**src/rtl/wb_port_writer.sv**
```systemverilog
// Write-back port driver: merges 1-cycle ALU results with FIFO-buffered load results onto
// the register-file write port and tracks pending writes per register. Optional: WB_PERF_CNT_EN.
module wb_port_writer #(
  parameter int DEPTH = 4,
  parameter int DW    = 64
) (
  input  logic                     clk,
  input  logic                     reset,
  input  logic                     alu_valid,
  input  logic [4:0]               alu_rd,
  input  logic [DW-1:0]            alu_data,
  input  logic                     ld_valid,
  output logic                     ld_ready,
  input  logic [4:0]               ld_rd,
  input  logic [DW-1:0]            ld_data,
  input  logic                     iss_valid,
  input  logic [4:0]               iss_rd,
  input  logic [4:0]               q_ra1,
  input  logic [4:0]               q_ra2,
  output logic                     q_busy1,
  output logic                     q_busy2,
  output logic                     we3,
  output logic [4:0]               wa3,
  output logic [DW-1:0]            wd3,
  output logic [$clog2(DEPTH):0]   fifo_level
`ifdef WB_PERF_CNT_EN
  ,
  output logic [31:0]              stall_cnt,
  output logic [31:0]              defer_cnt
`endif
);

  localparam int AW = $clog2(DEPTH);
  localparam logic [AW:0] PTR_ONE = 1;
  localparam logic [4:0]  XZR = 5'd31;

  logic [4:0]    mem_rd   [DEPTH];
  logic [DW-1:0] mem_data [DEPTH];
  logic [AW:0]   wr_ptr, rd_ptr;
  logic [31:0]   pending, pending_nxt;

  logic          full, empty, push, pop, alu_eff, wr_en;
  logic [4:0]    wr_addr;
  logic [DW-1:0] wr_data;

  // Load handshake: a load transfers on a cycle where ld_valid && ld_ready; ld_ready
  // depends only on the registered level, so a same-cycle pop never frees a slot early.
  assign full       = (wr_ptr[AW] != rd_ptr[AW]) && (wr_ptr[AW-1:0] == rd_ptr[AW-1:0]);
  assign empty      = (wr_ptr == rd_ptr);
  assign fifo_level = wr_ptr - rd_ptr;
  assign ld_ready   = !full;

  assign alu_eff = alu_valid && (alu_rd != XZR);
  assign push    = ld_valid && ld_ready && (ld_rd != XZR);
  assign pop     = !alu_eff && !empty;
  assign wr_en   = alu_eff || pop;
  assign wr_addr = alu_eff ? alu_rd   : mem_rd[rd_ptr[AW-1:0]];
  assign wr_data = alu_eff ? alu_data : mem_data[rd_ptr[AW-1:0]];

  assign q_busy1 = pending[q_ra1];
  assign q_busy2 = pending[q_ra2];

  // An issue to the register being written on this edge re-arms it (set beats clear).
  always_comb begin
    pending_nxt = pending;
    if (wr_en) pending_nxt[wr_addr] = 1'b0;
    if (iss_valid && (iss_rd != XZR)) pending_nxt[iss_rd] = 1'b1;
    pending_nxt[31] = 1'b0;
  end

  always_ff @(posedge clk) begin
    if (push) begin
      mem_rd[wr_ptr[AW-1:0]]   <= ld_rd;
      mem_data[wr_ptr[AW-1:0]] <= ld_data;
    end
  end

  always_ff @(posedge clk or negedge reset) begin
    if (!reset) begin
      wr_ptr  <= '0;
      rd_ptr  <= '0;
      pending <= '0;
      we3     <= 1'b0;
      wa3     <= XZR;
      wd3     <= '0;
    end else begin
      if (push) wr_ptr <= wr_ptr + PTR_ONE;
      if (pop)  rd_ptr <= rd_ptr + PTR_ONE;
      pending <= pending_nxt;
      we3     <= wr_en;
      if (wr_en) begin
        wa3 <= wr_addr;
        wd3 <= wr_data;
      end
    end
  end

`ifdef WB_PERF_CNT_EN
  always_ff @(posedge clk or negedge reset) begin
    if (!reset) begin
      stall_cnt <= '0;
      defer_cnt <= '0;
    end else begin
      if (ld_valid && !ld_ready && (stall_cnt != 32'hFFFF_FFFF)) stall_cnt <= stall_cnt + 32'd1;
      if (alu_eff && !empty && (defer_cnt != 32'hFFFF_FFFF))     defer_cnt <= defer_cnt + 32'd1;
    end
  end
`endif

endmodule

```
**config.mk**
```make
export PLATFORM = sky130hd
export DESIGN_NAME = wb_port_writer
export DESIGN_NICKNAME = d
export VERILOG_FILES = /design/src/rtl/wb_port_writer.sv
export SDC_FILE = /design/constraint.sdc
export NUM_CORES = 1
export LEC_CHECK = 0
export ABC_CLOCK_PERIOD_IN_PS = 6600
export BUFFER_PORTS_ARGS = -buffer_cell sky130_fd_sc_hd__buf_2
export CAP_MARGIN = 20
export CORE_ASPECT_RATIO = 0.5
export CORE_MARGIN = 4
export CORE_UTILIZATION = 45
export CTS_CLUSTER_DIAMETER = 30
export DETAILED_ROUTE_END_ITERATION = 6
export PLACE_DENSITY = 0.69
export SLEW_MARGIN = 10
export SYNTH_ARGS = -nofsm -noshare
export SYNTH_HDL_FRONTEND = slang
export SYNTH_SLANG_ARGS = --single-unit
```
**constraint.sdc**
```tcl
create_clock -name clk -period 6.6 [get_ports clk]
set_input_delay 1.32 -clock clk [delete_from_list [all_inputs] [get_ports clk]]
set_output_delay 1.32 -clock clk [all_outputs]
set_load 0.01 [all_outputs]
```
# After elaboration in Yosys (flattened, before gate mapping)
# Memory sizes are Yosys's and may differ from the RTL's.
# Index checks and enable logic that the tools add are counted.
# word_totals
word_cells	52
out_inout_bits	76
mem_count	2
register_bits	107
mem_bits_rw	276
in_bits	158
# mem_list
memory	words	word_bits	rd	rd_clocked_by_memory_dff	write_ports	line	source
mem_data	4	64	1	0	1	38	logic [DW-1:0] mem_data [DEPTH];
mem_rd	4	5	1	0	1	37	logic [4:0] mem_rd [DEPTH];
# classes
bitwise_logic	3
reduce_logical	12
n_mux	14
magnitude_cmp	6
n_addsub	3
eq_ne	6
# ops
operator	n
64-bit 2-to-1 mux	1
31-bit 2-to-1 mux	2
31-bit AND	1
31-bit inverter	1
31-bit OR	1
5-bit by 6-bit < comparator with 1-bit output, second input constant	4
5-bit != test, second input constant	3
1-bit binary-select mux with 5-bit select	2
1-bit demux with 5-bit select	2
5-bit by 1-bit >= comparator with 1-bit output, second input constant	2
1-bit logical AND	8
3-bit by 1-bit adder with 3-bit output, second input constant	2
1-bit 2-to-1 mux	6
5-bit 2-to-1 mux	1
3-bit == test	1
1-bit logical NOT	3
3-bit subtractor	1
2-bit == test	1
1-bit logical OR	1
1-bit != test	1

# Longest topological paths before layout
# logic_depth
word_depth	12
ltp_mapped	12
depth_no_buf	7

# Least setup slack after synthesis
# No wires, ideal clock.
# synth_timing
path_type	input to output
start	in q_ra1[0]
end	out q_busy1
n_path_buf	1
setup_slack_ns	2.473
t_required_ns	5.280
path_stages	4
arrival_time_ns	2.807
cell_sequence	buf_2 > mux4_2 > mux4_2 > mux2_2
# synth_via
elab_chain_len	2
# synth_rtl
item	line	source
from (decl)	18	input logic [4:0] q_ra1,
1-bit binary-select mux with 5-bit select	60	assign q_busy1 = pending[q_ra1];
1-bit 2-to-1 mux (not written as such)	60	
to (decl)	20	output logic q_busy1,
# Every way passes these cells. The select of a mux whose other input is x is not followed.

# Worst setup path after layout
# Ends and elaborated chain as after synthesis.

==> impl_metrics.py <==
metrics = {
    "timing": {
        "layout_setup_ws_ns": 2.29,
        "rsz0062_at_grt": "no",
        "relSlewSlack": 0.391,
        "fmax_ghz": 0.232,
        "setup_viol": 0,
        "hold_viol_final": 0,
        "finalSetupTns_ns": 0,
        "finalCritPeriodShare": 0.653,
        "hold_slack_ns": 0.488,
        "worst_slew_pin_slew_ns": 0.914,
        "fin_worst_skew_ns": 0.0282,
        "fin_crit_ns": 4.31,
        "final_max_slew_viol_count": 0,
    },
    "clock_network": {
        "cts_tree": "yes",
        "clock-sinks": 383,
        "cts_max_path_buffers": 3,
        "cts_setup_buffers": 0,
        "cts_resized": 0,
        "cts_buffers": 49,
        "cts.clk_slew.worst_paths_ns": 0.07,
        "root_buffer": "clkbuf_16",
        "hold_buffers": 0,
        "clkLatencyLatePin_ns": 0.55,
        "htree_levels": 2,
    },
    "synthesis": {
        "syn_inst": 997,
        "yosys.area.top_type": "edfxtp_1",
        "yosys-top-cells-area": "edfxtp_1 (53%), dfrtp_1 (16%), mux4_2 (13%), nand2_1 (4.6%), a31oi_1 (3.0%)",
        "synth_edf_count": 276,
        "synthTopCellsByCount": "edfxtp_1 (276), nand2_1 (191), dfrtp_1 (102)",
        "ys_warn_count": 0,
        "synth-seq-cells": 383,
        "ys_async_sr_fraction": 0.279,
        "synth.most_common_cell": "edfxtp_1",
        "mappedNetlistArea_um2": 15500,
        "syn_area_per_cell_um2": 15.6,
        "synthesis.nets": 1163,
        "ys_types": 44,
        "ys_seq_area_frac": 0.706,
        "yosys_most_used_dff": "edfxtp_1",
        "synth.top_cell.area_share": 0.533,
    },
    "critical_path": {
        "endpoint": "q_busy1",
        "end_kind": "output pin",
        "reg2reg_from": "rd_ptr[0]",
        "crit_cells": 5,
        "path_buf_inv": 2,
        "crit_fanout": 9,
        "rrSetupSlack_ns": 3.35,
        "rr_worst_depth": 5,
        "slowest_delay_ns": 0.53,
        "setup.worst_path.start": "q_ra1[0]",
        "path_class": "input port to output pin",
        "start_kind": "input port",
        "path_delay_family": "multiplexers",
        "path_cells": "buf_2 > mux4_2 > mux4_2 > mux2_2 > buf_2",
        "r2r_end": "mem_data[2][50]",
        "critPathRequiredTime_ns": 5.28,
        "arrival_ns": 2.99,
        "critical_path.slowest_cell": "mux4_2",
    },
    "routing": {
        "post_drt_wl_per_cell_um": 20.5,
        "dr_total_vias": 9471,
        "dr.pass1.iters": 6,
        "ant_nets": 0,
        "first_iter_violations": 674,
        "drc": 0,
        "routed_wirelength_um": 35600,
        "drt-vias-per-instance": 5.44,
    },
    "place": {
        "place_inst": 1648,
        "pre_cts_ws_ns": 2.28,
        "dpl.hpwl_um": 23400,
        "gp_congestion": 0.814,
        "portBuffers": 233,
    },
    "floorplanning": {
        "die_y_um": 139,
        "rows": 47,
        "start_util": 0.463,
        "coreArea_um2": 33600,
        "dieArea_um2": 37800,
        "ios": 234,
        "die_w_um": 271,
    },
    "outcome": {
        "status": "completed",
    },
    "global_route": {
        "grt_pass1_vias": 9955,
        "grt_pass1_wl_um": 55900,
        "antenna_found_initial": 2,
        "grt_max_degree": 87,
        "grt_usage": 0.188,
        "grt_overflow": 0,
    },
    "final_layout": {
        "fin_cells": 1741,
        "syn_to_final_growth_pct": 21.4,
        "fin_nets": 1400,
        "final_layout_size_suffix_gt1_frac": 0.341,
        "nFillCells": 2669,
    },
    "job": {
        "cap_violations": 0,
    },
    "power_and_ir_drop": {
        "p_per_area_nw_per_um2": 486,
        "peakVddDrop_mv": 0.229,
        "leakagePower_nw": 7.09,
        "power_mw": 9.17,
    },
    "hold_path": {
        "hold_class": "flip-flop to flip-flop",
    },
}
-- sequential cells by signal, summed over array words and instances, names as in the netlist --
name,cells
mem_data,256
mem_rd,20
pending,31
rd_ptr,3
wa3,5
wd3,64
we3,1
wr_ptr,3
-- layout by cell type (no fill, tap or decap), types with 5 or more instances in the layout --
| cell type | instances |
|---|---|
| a211o_1 | 6 |
| a31oi_1 | 75 |
| and3_1 | 8 |
| buf_2 | 232 |
| buf_4 | 12 |
| clkbuf_1 | 6 |
| clkbuf_16 | 51 |
| clkinv_2 | 5 |
| clkinv_8 | 5 |
| dfrtp_1 | 100 |
| dfstp_2 | 5 |
| edfxtp_1 | 276 |
| ha_1 | 7 |
| inv_1 | 8 |
| inv_6 | 5 |
| mux2_2 | 5 |
| mux4_2 | 87 |
| nand2_1 | 191 |
| nand2b_1 | 5 |
| nand3_1 | 9 |
| nor2_1 | 77 |
| nor2b_1 | 9 |
| o21ai_0 | 24 |
-- routing by layer --
layer / part of all wire / global-route usage
met1: 0.40 / 0.232
met2: 0.53 / 0.340
met3: 0.046 / 0.0415
met4: 0.022 / 0.0473
met5: 0.00059 / 0
-- final cells by class --
cell class                      instances  area (µm²)  share of cell area
Timing Repair Buffer                  244        1250              0.0663
Clock buffer                           57        1300              0.0688
Sequential cell                       383       11000               0.582
Antenna cell                            1        2.50            0.000133
Tap cell                              465         582              0.0308
Inverter                                8        30.0             0.00159
Multi-Input combinational cell        548        4310               0.228
Clock inverter                         35         420              0.0223
-- how the worst min path moves through the flow --
stage / start / end / slack (ns) / cells past startpoint
after floorplan: wr_ptr[2] / wr_ptr[2] / 0.46 / 1
after global placement: wr_ptr[2] / wr_ptr[2] / 0.47 / 1
after detailed placement: wr_ptr[2] / wr_ptr[2] / 0.48 / 1
after CTS: wr_ptr[2] / wr_ptr[2] / 0.49 / 1
after global routing: wr_ptr[2] / wr_ptr[2] / 0.51 / 1
final: wr_ptr[2] / wr_ptr[2] / 0.49 / 1
-- where the power goes --
| part | switching (mW) | internal [mW] | leakage (nW) |
|---|---|---|---|
| logic | 1.59 | 1.15 | 2.51 |
| registers | 0.355 | 3.34 | 3.75 |
| clock network | 1.10 | 1.62 | 0.828 |
| total | 3.05 | 6.12 | 7.09 |
-- cell families (layout without fill, tap and decap cells) --
family / count (synthesis) / in the layout / synth area share
buffers and inverters: 66 / 344 / 0.0186
AND/OR/NAND/NOR: 320 / 320 / 0.0851
AO/OA/AOI/OAI: 120 / 120 / 0.0494
other: 0 / 1 / 0
flip-flops: 383 / 383 / 0.706
multiplexers: 94 / 94 / 0.131
XOR/XNOR: 6 / 6 / 0.00338
adder cells (fa/ha/maj): 8 / 8 / 0.00692
-- stage by stage --
stage / cell area [µm²] / utilization
2_1_floorplan: 15500 / -
6_report: 18900 / 0.562
4_1_cts: 18900 / 0.562
3_3_place_gp: 17200 / 0.511
5_1_grt: 18900 / 0.562
3_5_place_dp: 17200 / 0.511
-- worst register-to-register path: stages, from the launching register on --
cell,delay (ns)
dfrtp_4,0.85
ha_1,0.40
nand3_1,0.10
and3_1,0.34
and2_4,0.51
buf_4,0.64
Note: power is estimated with default switching activity, not from simulation.
